File: config.mk
export PLATFORM = sky130hd
export DESIGN_NAME = char_scan_mux
export DESIGN_NICKNAME = d
export VERILOG_FILES = /design/src/rtl/disp_pkg.sv /design/src/rtl/char_scan_mux_scan_timer.sv /design/src/rtl/char_scan_mux.sv
export SDC_FILE = /design/constraint.sdc
export NUM_CORES = 1
export LEC_CHECK = 0
export BUFFER_PORTS_ARGS = -buffer_cell sky130_fd_sc_hd__buf_2
export CAP_MARGIN = 20
export CORE_UTILIZATION = 25
export DETAILED_ROUTE_END_ITERATION = 10
export HOLD_SLACK_MARGIN = 0.12
export PLACE_DENSITY_LB_ADDON = 0.25
export SYNTH_ARGS = -nofsm -noshare
export SYNTH_HDL_FRONTEND = slang
export SYNTH_SLANG_ARGS = --single-unit
File: constraint.sdc
create_clock -name clk -period 4.3 [get_ports clk]
set_clock_uncertainty 0.05 [all_clocks]
set_input_delay 0.215 -clock clk [delete_from_list [all_inputs] [get_ports clk]]
set_output_delay 0.215 -clock clk [all_outputs]
set_load 0.02 [all_outputs]
File: src/rtl/disp_pkg.sv
// Shared constants and byte classification for the ASCII display scan path.
package disp_pkg;

  localparam int         NUM_DIGITS_MAX = 8;
  localparam int         BLANK_CYCLES   = 16;

  localparam logic [7:0] ASCII_SPACE    = 8'h20;
  localparam logic [7:0] ASCII_CR       = 8'h0D;
  localparam logic [7:0] ASCII_LF       = 8'h0A;
  localparam logic [7:0] ASCII_BS       = 8'h08;
  localparam logic [7:0] ASCII_PRINT_LO = 8'h20;
  localparam logic [7:0] ASCII_PRINT_HI = 8'h7E;

  typedef enum logic [1:0] {
    BYTE_IGNORE,
    BYTE_PRINT,
    BYTE_CLEAR,
    BYTE_BACKSPACE
  } byte_class_e;

  function automatic byte_class_e classify_byte(input logic [7:0] b);
    byte_class_e cls;
    cls = BYTE_IGNORE;
    if (b >= ASCII_PRINT_LO && b <= ASCII_PRINT_HI) begin
      cls = BYTE_PRINT;
    end else if (b == ASCII_CR || b == ASCII_LF) begin
      cls = BYTE_CLEAR;
    end else if (b == ASCII_BS) begin
      cls = BYTE_BACKSPACE;
    end
    return cls;
  endfunction

endpackage

File: src/rtl/char_scan_mux_scan_timer.sv
// Slot prescaler and digit counter for char_scan_mux.
// With BLANK_GAP_EN defined, also flags the blanking window at the start of each slot.
module scan_timer
  import disp_pkg::*;
#(
  parameter int SCAN_DIV   = 100000,
  parameter int NUM_DIGITS = 8
) (
  input  logic       clk,
  input  logic       rst,
  output logic [2:0] digit_idx_o,
  output logic [2:0] digit_nxt_o,
  output logic       slot_start_o
`ifdef BLANK_GAP_EN
  ,
  output logic       blank_o
`endif
);

  localparam int               CNT_W      = $clog2(SCAN_DIV);
  localparam logic [CNT_W-1:0] CNT_LAST   = CNT_W'(SCAN_DIV - 1);
  localparam logic [2:0]       DIGIT_LAST = 3'(NUM_DIGITS - 1);

  logic [CNT_W-1:0] cnt_q, cnt_d;
  logic [2:0]       digit_q, digit_d;
  logic [2:0]       digit_inc;
  logic             slot_start;

  // slot_start is high in the last cycle of a slot, so registered outputs
  // sampled with it take the new digit on the same edge as digit_q.
  always_comb begin
    digit_inc  = (digit_q == DIGIT_LAST) ? 3'd0 : digit_q + 3'd1;
    cnt_d      = cnt_q + CNT_W'(1);
    digit_d    = digit_q;
    slot_start = 1'b0;
    if (cnt_q == CNT_LAST) begin
      cnt_d      = '0;
      digit_d    = digit_inc;
      slot_start = 1'b1;
    end
  end

  always_ff @(posedge clk) begin
    if (rst) begin
      cnt_q   <= '0;
      digit_q <= 3'd0;
    end else begin
      cnt_q   <= cnt_d;
      digit_q <= digit_d;
    end
  end

  assign digit_idx_o  = digit_q;
  assign digit_nxt_o  = digit_inc;
  assign slot_start_o = slot_start;

`ifdef BLANK_GAP_EN
  // Blank while the upcoming cycle count is inside the anti-ghosting gap.
  assign blank_o = (32'(cnt_d) < BLANK_CYCLES);
`endif

endmodule

File: src/rtl/char_scan_mux.sv
// Scrolling UART character buffer time-multiplexed across the 7-segment digits.
// Optional BLANK_GAP_EN: anodes off for the first BLANK_CYCLES cycles of every slot.
module char_scan_mux
  import disp_pkg::*;
#(
  parameter int SCAN_DIV   = 100000,
  parameter int NUM_DIGITS = 8
) (
  input  logic       clk,
  input  logic       rst,
  input  logic [7:0] rx_data,
  input  logic       rx_valid,
  input  logic       clear,
  output logic [7:0] ascii_char,
  output logic [7:0] an,
  output logic [2:0] digit_idx
);

  // rx_valid is a one-cycle strobe qualifying rx_data; there is no ready,
  // every strobed byte is consumed on the edge that samples it.

  logic [7:0]  char_q [NUM_DIGITS_MAX];
  logic [7:0]  char_d [NUM_DIGITS_MAX];
  logic [7:0]  ascii_q, ascii_d;
  logic [7:0]  an_q, an_d;
  logic [2:0]  digit_cur, digit_nxt, sel;
  logic        slot_start;
  byte_class_e rx_class;
`ifdef BLANK_GAP_EN
  logic        blank;
`endif

  scan_timer #(
    .SCAN_DIV   (SCAN_DIV),
    .NUM_DIGITS (NUM_DIGITS)
  ) u_scan_timer (
    .clk          (clk),
    .rst          (rst),
    .digit_idx_o  (digit_cur),
    .digit_nxt_o  (digit_nxt),
    .slot_start_o (slot_start)
`ifdef BLANK_GAP_EN
    ,
    .blank_o      (blank)
`endif
  );

  // Entries at or above NUM_DIGITS are never shifted into and stay blank.
  always_comb begin
    char_d   = char_q;
    rx_class = classify_byte(rx_data);
    if (clear) begin
      for (int k = 0; k < NUM_DIGITS_MAX; k++) char_d[k] = ASCII_SPACE;
    end else if (rx_valid) begin
      case (rx_class)
        BYTE_PRINT: begin
          for (int k = 1; k < NUM_DIGITS_MAX; k++) begin
            if (k < NUM_DIGITS) char_d[k] = char_q[k-1];
          end
          char_d[0] = rx_data;
        end
        BYTE_CLEAR: begin
          for (int k = 0; k < NUM_DIGITS_MAX; k++) char_d[k] = ASCII_SPACE;
        end
        BYTE_BACKSPACE: begin
          for (int k = 0; k < NUM_DIGITS_MAX - 1; k++) begin
            if (k + 1 < NUM_DIGITS) char_d[k] = char_q[k+1];
          end
          char_d[NUM_DIGITS-1] = ASCII_SPACE;
        end
        default: ;
      endcase
    end
  end

  always_comb begin
    sel     = slot_start ? digit_nxt : digit_cur;
    ascii_d = char_q[sel];
    an_d    = ~(8'b1 << sel);
`ifdef BLANK_GAP_EN
    if (blank) an_d = 8'hFF;
`endif
  end

  always_ff @(posedge clk) begin
    if (rst) begin
      for (int k = 0; k < NUM_DIGITS_MAX; k++) char_q[k] <= ASCII_SPACE;
      ascii_q <= ASCII_SPACE;
      an_q    <= 8'hFE;
    end else begin
      char_q  <= char_d;
      ascii_q <= ascii_d;
      an_q    <= an_d;
    end
  end

  assign ascii_char = ascii_q;
  assign an         = an_q;
  assign digit_idx  = digit_cur;

endmodule
==> Word level (Yosys, flattened, before mapping) <==
Index checks and enable logic that the tools add are counted.
{ "word_totals": {"regBits": 100, "in_bits": 12, "word_cells": 44} }
{ "classes": {"order_cmp": 3, "shifts": 1, "eq_ne": 8, "bitwise": 2, "add_sub_neg": 2, "n_reduce_logical": 6, "n_mux": 10} }
{ "op_table": {"columns": ["operator", "count"], "rows": [
  ["64-bit case mux with 3 select lines", 1],
  ["8-bit binary-select mux with 3-bit select", 1],
  ["8-bit by 4-bit == test with 1-bit output (second input constant)", 3],
  ["17-bit by 1-bit adder with 17-bit output (second input constant)", 1],
  ["17-bit == test (second input constant)", 1],
  ["8-bit two-way mux", 2],
  ["8-bit by 6-bit greater-or-equal comparator with 1-bit output (second input constant)", 1],
  ["8-bit by 7-bit less-or-equal comparator with 1-bit output (second input constant)", 1],
  ["8-bit inverter", 1],
  ["1-bit by 3-bit << shifter with 8-bit output (first input constant)", 1],
  ["2-bit two-way mux", 3],
  ["3-bit two-way mux", 2],
  ["2-bit == test (second input constant)", 2],
  ["4-bit greater-or-equal comparator (second input constant)", 1],
  ["3-bit inverter with 4-bit output", 1],
  ["2-bit OR reduction", 2],
  ["3-bit by 1-bit adder with 3-bit output (second input constant)", 1],
  ["3-bit == test (second input constant)", 1],
  ["3-bit nonzero test", 1],
  ["2-bit by 1-bit == test with 1-bit output (second input constant)", 1],
  ["2-bit AND reduction", 1],
  ["1-bit logical AND", 1],
  ["1-bit logical OR", 1],
  ["1-bit two-way mux", 1]
]} }

==> Longest topological paths before layout <==
Gate-level depths: netlist of run 1.
{ "logic_depth": {"word_depth": 7, "mapped_depth": 10} }

==> Modules after synthesis <==
A second synthesis of run 1 with hierarchy kept.
{ "unflattened": {"cells_unflattened": 488, "hier_area_um2": 4515.6} }
{ "modules_own_cells": {"columns": ["module", "seq_area_each_um2", "cells_per_inst", "area_per_inst_um2", "instances"], "rows": [
  ["char_scan_mux", 1601.5, 379, 3563.4, 1],
  ["scan_timer", 400.4, 109, 952.2, 1]
]} }

==> Worst setup path before layout of run 1 <==
OpenSTA, ideal clock, no wires.
{ "synth_path": {"path_kind": "flip-flop to flip-flop", "from": "register u_scan_timer.cnt_q[8]", "to": "register ascii_q[0] (netlist: ascii_char[0])", "path_slack_ns": 1.575, "n_path_buf": 2, "stages_incl_launch_ff": 8, "t_arrival_ns": 2.613, "synth_period_minus_slack_ns": 2.725, "path_cell_list": "dfxtp_1 -> or4b_1 -> or4_1 -> buf_2 -> mux2i_1 -> buf_2 -> nor3_1 -> a221o_1"} }
{ "synth_via": {"elab_chain_cells": 7} }
{ "synth_rtl": {"columns": ["item", "line_no", "source"], "rows": [
  ["start: declaration", "char_scan_mux_scan_timer.sv:24", "logic [CNT_W-1:0] cnt_q, cnt_d;"],
  ["start signal: assignment", "char_scan_mux_scan_timer.sv:48", "cnt_q <= cnt_d;"],
  ["17-bit == test", "char_scan_mux_scan_timer.sv:36", "if (cnt_q == CNT_LAST) begin"],
  ["1-bit two-way mux", "char_scan_mux_scan_timer.sv:36", null],
  ["3-bit two-way mux", "char_scan_mux.sv:77", "sel = slot_start ? digit_nxt : digit_cur;"],
  ["3-bit inverter with 4-bit output (implied by the code)", "char_scan_mux.sv:78", "ascii_d = char_q[sel];"],
  ["8-bit binary-select mux with 3-bit select", "char_scan_mux.sv:78", null],
  ["8-bit two-way mux (implied by the code) (2 in series)", "char_scan_mux.sv:78", null],
  ["end signal: assignment", "char_scan_mux.sv:92", "ascii_q <= ascii_d;"],
  ["end: declaration", "char_scan_mux.sv:24", "logic [7:0] ascii_q, ascii_d;"]
]} }
No other way between the ends. The select of a mux whose other input is x is not followed.
A chain may end at the register's enable or synchronous reset.

==> Final worst setup path of run 1 <==
{ "layout_path": {"from": "register u_scan_timer.cnt_q[10]", "to": "register ascii_q[1] (netlist: ascii_char[1])"} }
The elaborated chain is that of the path after synthesis.

==> flow_summary.yaml, run 1 <==
power:
  p_leak_nw: 1.958
  power_per_cell_area_nw_per_um2: 385.6
  vdd_drop_max_v: 0.0001842
  finalPower_mw: 1.970
grt:
  antenna_found_initial: 0
  grt_pass1_wl_um: 18220
  grt_pass1_vias: 3581
  grt_remaining_overflow: 0
  grt_max_degree: 57
  grt_usage_pct: 12.75
min_path:
  min_path_type: "in2reg"
sta:
  max_freq_ghz: 0.3168
  drv_slew: 0
  finalSetupViolations: 0
  setup_tns_ns: 0
  rsz0062_at_grt: "no"
  timing.final.crit_share_pct: 73.41
  tightestPinTransition_ns: 0.9726
  hold_viol_final: 0
  final.min_clock_period_ns: 3.157
  hold-worst-slack_ns: 0.1631
  slew_headroom_pct: 35.16
final_layout:
  regArea_um2: 2002
  final_layout_size_suffix_gt1_share_pct: 15.54
  multi_input_comb_area_um2: 2200
  layoutNonFillerInstCount: 722
  antenna-diode-count: 0
  fillers: 1808
  areaGrowthSynthToFinish_pct: 16.92
  nets: 512
placement:
  place.gp.congestion: 0.7381
  dp.cells: 702
  dp_hpwl_um: 6861
  portBuffers: 30
setup_path:
  worst_path_max_delay_cell: "or4_1"
  start_kind: "register"
  path_class: "reg2reg"
  crit_chain: "or4b_1, or4_1, mux2i_4, buf_12, mux2_2, a221o_1"
  critPathMaxStageDelay_ns: 0.72
  crit_path_end_kind: "register"
  crit_path_max_fanout: 32
  required_ns: 4.49
  cp.arrival_ns: 3.34
logic_synthesis:
  post-synth-top-area-cell: "dfxtp_1"
  synth_nets: 497
  ys_ff_latch: 100
  yosysUniqueCellTypes: 43
  synth.avg_cell_area_um2: 9.065
  synthCells: 482
  syn_area_um2: 4369
  synth-warning-count: 0
  yosysSeqAreaShare_pct: 45.82
  synthDominantCellAreaShare_pct: 45.82
  netlist_top_cells_area: "dfxtp_1 (46%), a221oi_1 (9.2%), nor2_1 (7.2%)"
floorplanning:
  die_w_um: 134.2
  dieArea_um2: 18010
  fp.dieH_um: 134.2
  start_util_pct: 25.98
  pin_count: 31
  core_um2: 16820
  fp-row-count: 47
routing:
  ant_nets: 0
  drc: 0
  first_pass_iters: 4
  post_drt_wl_per_cell_um: 14.93
  first_iter_violations: 269
  viasPerCell: 5.082
  vias: 3669
  drt_wl_total_um: 10780
clocking:
  cts-root-buf: "clkbuf_16"
  postCtsSetupRepairBufs: 0
  clk_pin_slew_ns: 0.07
  htreeDepth: 3
  cts_resized: 0
  cts_tree: "done"
  clock_latency_ns: 0.35
  cts_sinks: 100
  cts_made_buffers: 9
  cts_buffer_depth: 2
flow_run:
  maxCapViolCount: 0
outcome:
  status: "complete, no violations"
==> flip-flops by register name, indices dropped and copies added (netlist names) <==
| name | flops |
|---|---|
| char_q | 64 |
| u_scan_timer.cnt_q | 17 |
| an | 8 |
| ascii_char | 8 |
| u_scan_timer.digit_idx_o | 3 |
==> power breakdown <==
part           switching, mW  total, mW  leakage (nW)  internal (mW)
logic                 0.0758      0.125         0.989         0.0489
clock network          0.355      0.881         0.159          0.526
registers             0.0188      0.964         0.810          0.945
==> worst max-delay path, delay by kind of cell (launching register included) <==
family,cells,cell delay [ns]
compound gates,1,0.35
buf+inv,1,0.27
flops,1,0.40
mux,2,0.78
simple gates,2,1.18
==> kinds of logic (layout without fill, tap and decap cells) <==
group / Yosys count / count (layout) / share of synthesized area, %
simple gates: 197 / 197 / 20.73
xor+xnor: 13 / 13 / 2.606
buf+inv: 44 / 64 / 4.353
compound gates: 90 / 90 / 16.87
flops: 100 / 100 / 45.82
mux: 35 / 35 / 8.763
fa+ha+maj: 3 / 3 / 0.8592
==> metal layers <==
layer	vias to the layer above	wire, um	part of all wire (%)	global-route usage, %
li1	1818	-	-	-
met1	1775	5134	48	16.16
met2	67	5011	46	20.81
met3	9	509	4.7	3.553
met4	0	124	1.2	4.182
met5	-	0	0	0
==> cell type report <==
type                    instances  share of cell area, %
multi-input cells             338                  43.06
flip-flops and latches        100                  39.19
repair buffers                 43                  5.633
well taps                     220                  5.388
clock buffers                  10                  4.678
clock inverters                 6                  1.690
inverters                       5                 0.3674
==> synth_stat cells (all sizes together) <==
master   instances
and2             2
a211oi           3
nor4bb           1
dfxtp          100
a31oi            1
nor3            52
clkbuf          30
nor2            84
xnor2            5
nand3           17
o32ai            1
or4              1
or4b             2
xor2             8
o22ai            7
a211o            1
a22oi            7
buf              9
a221oi          46
mux2            16
mux2i           19
ha               3
a21oi            4
o21ai            3
a221o            7
nand2b           2
nor2b            1
or3              2
inv              5
nand4b           1
o221ai           7
nand4            5
a21o             1
or2              2
and4             1
o2111ai          2
nand2           21
and3             3
==> metrics by stage <==
| stage | util (%) | setup WS, ns | instance area [um2] |
|---|---|---|---|
| 2_1_floorplan | - | 1.575 | 4369 |
| 3_3_place_gp | 28.10 | 1.218 | 4726 |
| 3_5_place_dp | 28.10 | 1.165 | 4726 |
| 4_1_cts | 30.21 | 1.140 | 5081 |
| 5_1_grt | 30.37 | 1.002 | 5109 |
| 6_report | 30.37 | 1.143 | 5109 |
==> timing repair <==
item	4_1_cts	5_1_grt
endpoints found under the setup margin	0	0
hold buffers	3	0
hold endpoints to repair	4	0
==> placed cells by master, fill, tap and decap left out, types with 2 or more instances in the layout <==
| master | n |
|---|---|
| xnor2_1 | 5 |
| clkbuf_16 | 9 |
| a211oi_1 | 3 |
| and2_1 | 2 |
| o2111ai_1 | 2 |
| xor2_1 | 8 |
| a21oi_1 | 3 |
| and3_1 | 3 |
| nand3_1 | 17 |
| nand4_1 | 5 |
| clkinv_2 | 2 |
| nor3_1 | 51 |
| or3_1 | 2 |
| a22oi_1 | 7 |
| buf_4 | 8 |
| bufinv_16 | 2 |
| or4b_1 | 2 |
| o22ai_1 | 7 |
| or2_2 | 2 |
| o21ai_0 | 2 |
| inv_1 | 5 |
| dlygate4sd3_1 | 3 |
| dfxtp_1 | 100 |
| o221ai_1 | 7 |
| ha_1 | 3 |
| a221oi_1 | 46 |
| nor2_1 | 84 |
| mux2i_1 | 18 |
| nand2_1 | 21 |
| a221o_1 | 7 |
| buf_2 | 30 |
| nand2b_1 | 2 |
| mux2_2 | 16 |
==> path summary, 6_finish.rpt <==
path | start | to | slack, ns | cells after the start
setup / recovery | u_scan_timer.cnt_q[10] | ascii_char[1] | 1.14 | 6
hold / removal | clear | char_q[5] | 0.16 | 3
setup reg to reg | u_scan_timer.cnt_q[10] | ascii_char[1] | 1.14 | 6
hold reg to reg | u_scan_timer.cnt_q[0] | u_scan_timer.cnt_q[0] | 0.40 | 1
(Power assumes the default switching activity.)
==> run 2, diff against run 1 <==
==> constraint.sdc (replaced) <==
create_clock -name clk -period 3.11 [get_ports clk]
set_clock_uncertainty 0.05 [all_clocks]
set_input_delay 0.1555 -clock clk [delete_from_list [all_inputs] [get_ports clk]]
set_output_delay 0.1555 -clock clk [all_outputs]
set_load 0.02 [all_outputs]
==> flow_summary.yaml, run 2 (synthesis gave the netlist of run 1 again) <==
grt:
  grt_max_degree: 63
  grt_remaining_overflow: 0
  grt_usage_pct: 13.13
  antenna_found_initial: 0
  grt_pass1_vias: 3707
  grt_pass1_wl_um: 18790
routing:
  post_drt_wl_per_cell_um: 15.22
  drc: 0
  ant_nets: 0
  first_pass_iters: 5
  drt_wl_total_um: 11070
  viasPerCell: 5.208
  first_iter_violations: 221
  vias: 3786
placement:
  place.gp.congestion: 0.7341
  place_area_um2: 4753
  portBuffers: 30
  dp.cells: 704
  dp_hpwl_um: 6828
  pre_cts_ws_ns: 0.1873
setup_path:
  cp.arrival_ns: 3.10
  startpoint: "u_scan_timer.cnt_q[12]"
  r2r_start: "u_scan_timer.cnt_q[12]"
  required_ns: 3.29
  crit_path_end_kind: "register"
  path_class: "reg2reg"
  r2r-end: "ascii_char[3]"
  r2r_cells: 7
  crit_path_max_fanout: 7
  endpoint: "ascii_char[3]"
  rrSetupSlack_ns: 0.19
  start_kind: "register"
clocking:
  postCtsSetupRepairBufs: 0
  cts_sinks: 100
  clock_latency_ns: 0.35
  cts_made_buffers: 9
  cts_tree: "done"
  cts-root-buf: "clkbuf_16"
  cts_buffer_depth: 2
  clk_pin_slew_ns: 0.07
  htreeDepth: 3
sta:
  finalSetupViolations: 0
  timing.final.crit_share_pct: 93.76
  tightestPinTransition_ns: 0.7620
  hold_viol_final: 0
  setup_tns_ns: 0
  max_freq_ghz: 0.3429
  drv_slew: 0
  final.min_clock_period_ns: 2.916
  rsz0062_at_grt: "no"
  slew_headroom_pct: 49.01
  worst_slack_ns: 0.1940
power:
  power_per_cell_area_nw_per_um2: 519.0
  vdd_drop_max_v: 0.0002518
  p_leak_nw: 1.967
final_layout:
  nets: 517
  final_cell_mix: "dfxtp_1 (100), nor2_1 (84), nor3_1 (51)"
  final_cell_area_um2: 5156
  areaGrowthSynthToFinish_pct: 18.01
  largest_reg_flops: 64
  final_layout_size_suffix_gt1_share_pct: 16.17
  final_util_pct: 30.66
  reg_top3: "char_q: 64 flops, u_scan_timer.cnt_q: 17 flops"
  antenna-diode-count: 0
  layoutNonFillerInstCount: 727
  top_register: "char_q"
  mostFrequentLayoutCell: "dfxtp_1"
outcome:
  status: "complete, no violations"
floorplanning:
  fp-row-count: 47
  pin_count: 31
  fp.dieH_um: 134.2
  start_util_pct: 25.98
  die_w_um: 134.2
  core_um2: 16820
  dieArea_um2: 18010
min_path:
  worstHoldPathCells: 3
  min_path_type: "in2reg"
flow_run:
  maxCapViolCount: 0
run 2: cell types whose count changed in the layout (fill, tap and decap cells not counted), sizes merged:
cell / before / now
clkinvlp: 1 / 4
dlygate4sd3: 3 / 6
buf: 40 / 42
clkinv: 2 / 0
bufinv: 2 / 1
clkbuf: 10 / 11
inv: 6 / 5
run 2: cell type report:
| type | instances | area [um2] |
|---|---|---|
| clock buffers | 11 | 252.7 |
| clock inverters | 5 | 60.06 |
| fillers | 1814 | 11660 |
| inverters | 5 | 18.77 |
| multi-input cells | 338 | 2210 |
| flip-flops and latches | 100 | 2002 |
| well taps | 220 | 275.3 |
| repair buffers | 48 | 337.8 |
run 2: worst min-delay path by stage:
stage	start	endpoint	slack [ns]
floorplan	rx_data[4]	char_q[60]	0.28
finish	rx_data[3]	char_q[59]	0.13
global route	rx_data[0]	char_q[56]	0.16
global placement	u_scan_timer.cnt_q[0]	u_scan_timer.cnt_q[0]	0.37
CTS	rx_data[3]	char_q[59]	0.12
detailed placement	u_scan_timer.cnt_q[0]	u_scan_timer.cnt_q[0]	0.38
run 2: critical path, stage by stage, from the launching register on:
cell,delay [ns]
dfxtp_1,0.33
or4b_1,0.53
or4_1,0.61
buf_4,0.21
mux2i_1,0.42
nor3_1,0.13
buf_4,0.20
a221o_1,0.32
run 2: layer usage:
layer | routed length (um) | vias to the layer above | part of all wire [%] | GRT usage [%]
met1 | 5186 | 1841 | 47 | 16.69
met4 | 210 | 0 | 1.9 | 5.306
met5 | 0 | - | 0 | 0
met2 | 5157 | 95 | 47 | 21.13
met3 | 512 | 13 | 4.6 | 3.364
li1 | - | 1837 | - | -
run 2: timing repair:
action                     CTS  global route
hold buffers                 6             0
setup endpoints to repair    0             3
gates resized for setup      0             2
hold endpoints to repair    15             0
run 2: report_power, final:
part           leakage [nW]  total [mW]  switching, mW  internal (mW)
Clock                 0.140        1.17          0.498          0.667
Combinational          1.02       0.178          0.107         0.0705
Sequential            0.810        1.33         0.0260           1.31
run 2: per-stage QoR:
stage                     hold WS, ns  power, mW
final                          0.1268      2.676
after global routing           0.1605      2.797
after CTS                      0.1222      2.709
after detailed placement       0.3822      1.531
after global placement         0.3728      1.527
after floorplan                0.2757      1.478
==> run 3, diff against run 2 <==
==> constraint.sdc (replaced) <==
create_clock -name clk -period 3.59 [get_ports clk]
set_clock_uncertainty 0.05 [all_clocks]
set_input_delay 0.1795 -clock clk [delete_from_list [all_inputs] [get_ports clk]]
set_output_delay 0.1795 -clock clk [all_outputs]
set_load 0.02 [all_outputs]
==> flow_summary.yaml, run 3 (synthesis gave the netlist of run 1 again) <==
clocking:
  clk_pin_slew_ns: 0.06
  cts_buffer_depth: 2
  clock_latency_ns: 0.35
  cts_sinks: 100
  cts-root-buf: "clkbuf_16"
  cts_made_buffers: 9
  htreeDepth: 3
  cts_tree: "done"
final_layout:
  regArea_um2: 2002
  top_register: "char_q"
  mostFrequentLayoutCell: "dfxtp_1"
  final_layout_size_suffix_gt1_share_pct: 15.37
  areaGrowthSynthToFinish_pct: 16.27
  reg_top3: "char_q: 64 flops, u_scan_timer.cnt_q: 17 flops"
  multi_input_comb_area_um2: 2200
  nets: 512
  final_cell_mix: "dfxtp_1 (100), nor2_1 (84), nor3_1 (51)"
  fillers: 1782
  final_cell_area_um2: 5080
  antenna-diode-count: 0
  largest_reg_flops: 64
  final_util_pct: 30.20
grt:
  grt_pass1_vias: 3611
  grt_pass1_wl_um: 18160
  grt_remaining_overflow: 0
  grt_usage_pct: 12.64
  grt_max_degree: 63
  antenna_found_initial: 0
floorplanning:
  start_util_pct: 25.98
  fp.dieH_um: 134.2
  die_w_um: 134.2
  pin_count: 31
  fp-row-count: 47
  dieArea_um2: 18010
  core_um2: 16820
routing:
  first_iter_violations: 215
  drt_wl_total_um: 10780
  vias: 3689
  ant_nets: 0
  drc: 0
  post_drt_wl_per_cell_um: 14.95
  first_pass_iters: 4
  viasPerCell: 5.117
sta:
  rsz0062_at_grt: "no"
  setup_tns_ns: 0
  slew_headroom_pct: 44.05
  finalSetupViolations: 0
  timing.final.crit_share_pct: 83.46
  tightestPinTransition_ns: 0.8361
  final.min_clock_period_ns: 2.996
  hold_viol_final: 0
  worst_slack_ns: 0.5937
  max_freq_ghz: 0.3337
  drv_slew: 0
power:
  p_leak_nw: 1.946
  power_per_cell_area_nw_per_um2: 455.1
  vdd_drop_max_v: 0.0002669
min_path:
  hold-path-endpoint: "char_q[5]"
  min_from: "clear"
  worstHoldPathCells: 3
  min_path_type: "in2reg"
placement:
  dp_hpwl_um: 6890
  place_area_um2: 4733
  portBuffers: 30
  pre_cts_ws_ns: 0.6055
  place.gp.congestion: 0.7428
setup_path:
  crit_path_end_kind: "register"
  r2r_start: "u_scan_timer.cnt_q[12]"
  crit_path_max_fanout: 32
  required_ns: 3.78
  start_kind: "register"
  cp.arrival_ns: 3.19
  path_class: "reg2reg"
  r2r_cells: 6
  rrSetupSlack_ns: 0.59
  r2r-end: "ascii_char[3]"
outcome:
  status: "complete, no violations"
flow_run:
  maxCapViolCount: 0
==> run 3: changes by cell type in the layout (fill, tap and decap cells not counted) <==
cell,change
dlygate4sd3_1,-4
clkinvlp_4,-3
clkbuf_8,-2
clkinv_2,+2
nand3_1,+2
nand3_2,-2
buf_12,-1
bufinv_16,+1
clkbuf_1,+1
==> run 3: per-stage QoR <==
| stage | power [mW] | hold slack (ns) | instances |
|---|---|---|---|
| floorplan | 1.280 | 0.2997 | 482 |
| global placement | 1.320 | 0.3762 | 703 |
| detailed placement | 1.324 | 0.4038 | 703 |
| CTS | 2.340 | 0.1212 | 720 |
| global route | 2.418 | 0.1437 | 721 |
| finish | 2.312 | 0.1256 | 721 |
==> run 3: how the worst max path moves through the flow <==
stage | from | end | slack, ns
after floorplan | u_scan_timer.cnt_q[8] | ascii_char[0] | 0.87
after global placement | u_scan_timer.cnt_q[8] | ascii_char[1] | 0.66
after detailed placement | u_scan_timer.cnt_q[8] | ascii_char[3] | 0.61
after CTS | u_scan_timer.cnt_q[12] | ascii_char[2] | 0.58
after global routing | u_scan_timer.cnt_q[10] | ascii_char[6] | 0.51
final | u_scan_timer.cnt_q[12] | ascii_char[3] | 0.59
==> run 3: cell type report <==
class                           count  share of cell area [%]
Sequential cell                   100                   39.41
Inverter                            5                  0.3695
Clock buffer                       10                   4.507
Tap cell                          220                   5.419
Multi-Input combinational cell    338                   43.30
Timing Repair Buffer               43                   5.468
Clock inverter                      5                   1.527
==> run 3: what timing repair did <==
action                                 CTS  global route
gates resized for setup                  0             0
hold buffers                             2             0
buffers inserted                         0             0
endpoints found under the hold margin    5             0
==> run 3: per-layer routing <==
metal / vias up / share of wire, % / track usage [%]
li1: 1826 / - / -
met1: 1790 / 47 / 15.57
met2: 54 / 46 / 20.50
met3: 19 / 4.4 / 4.233
met4: 0 / 1.9 / 4.494
met5: - / 0 / 0
==> run 3: report_power, final <==
part	switching (mW)	internal, mW	total (mW)	leakage (nW)
logic	0.0912	0.0563	0.147	0.987
registers	0.0225	1.13	1.16	0.810
clock network	0.405	0.604	1.01	0.148
total	0.519	1.79	2.31	1.95
==> run 3: critical path: stages, from the launching register on <==
cell and delay (ns):
dfxtp_1 0.33, or4b_1 0.53, or4_1 0.72, mux2i_4 0.28, buf_12 0.23, mux2_2 0.37
a221o_1 0.34
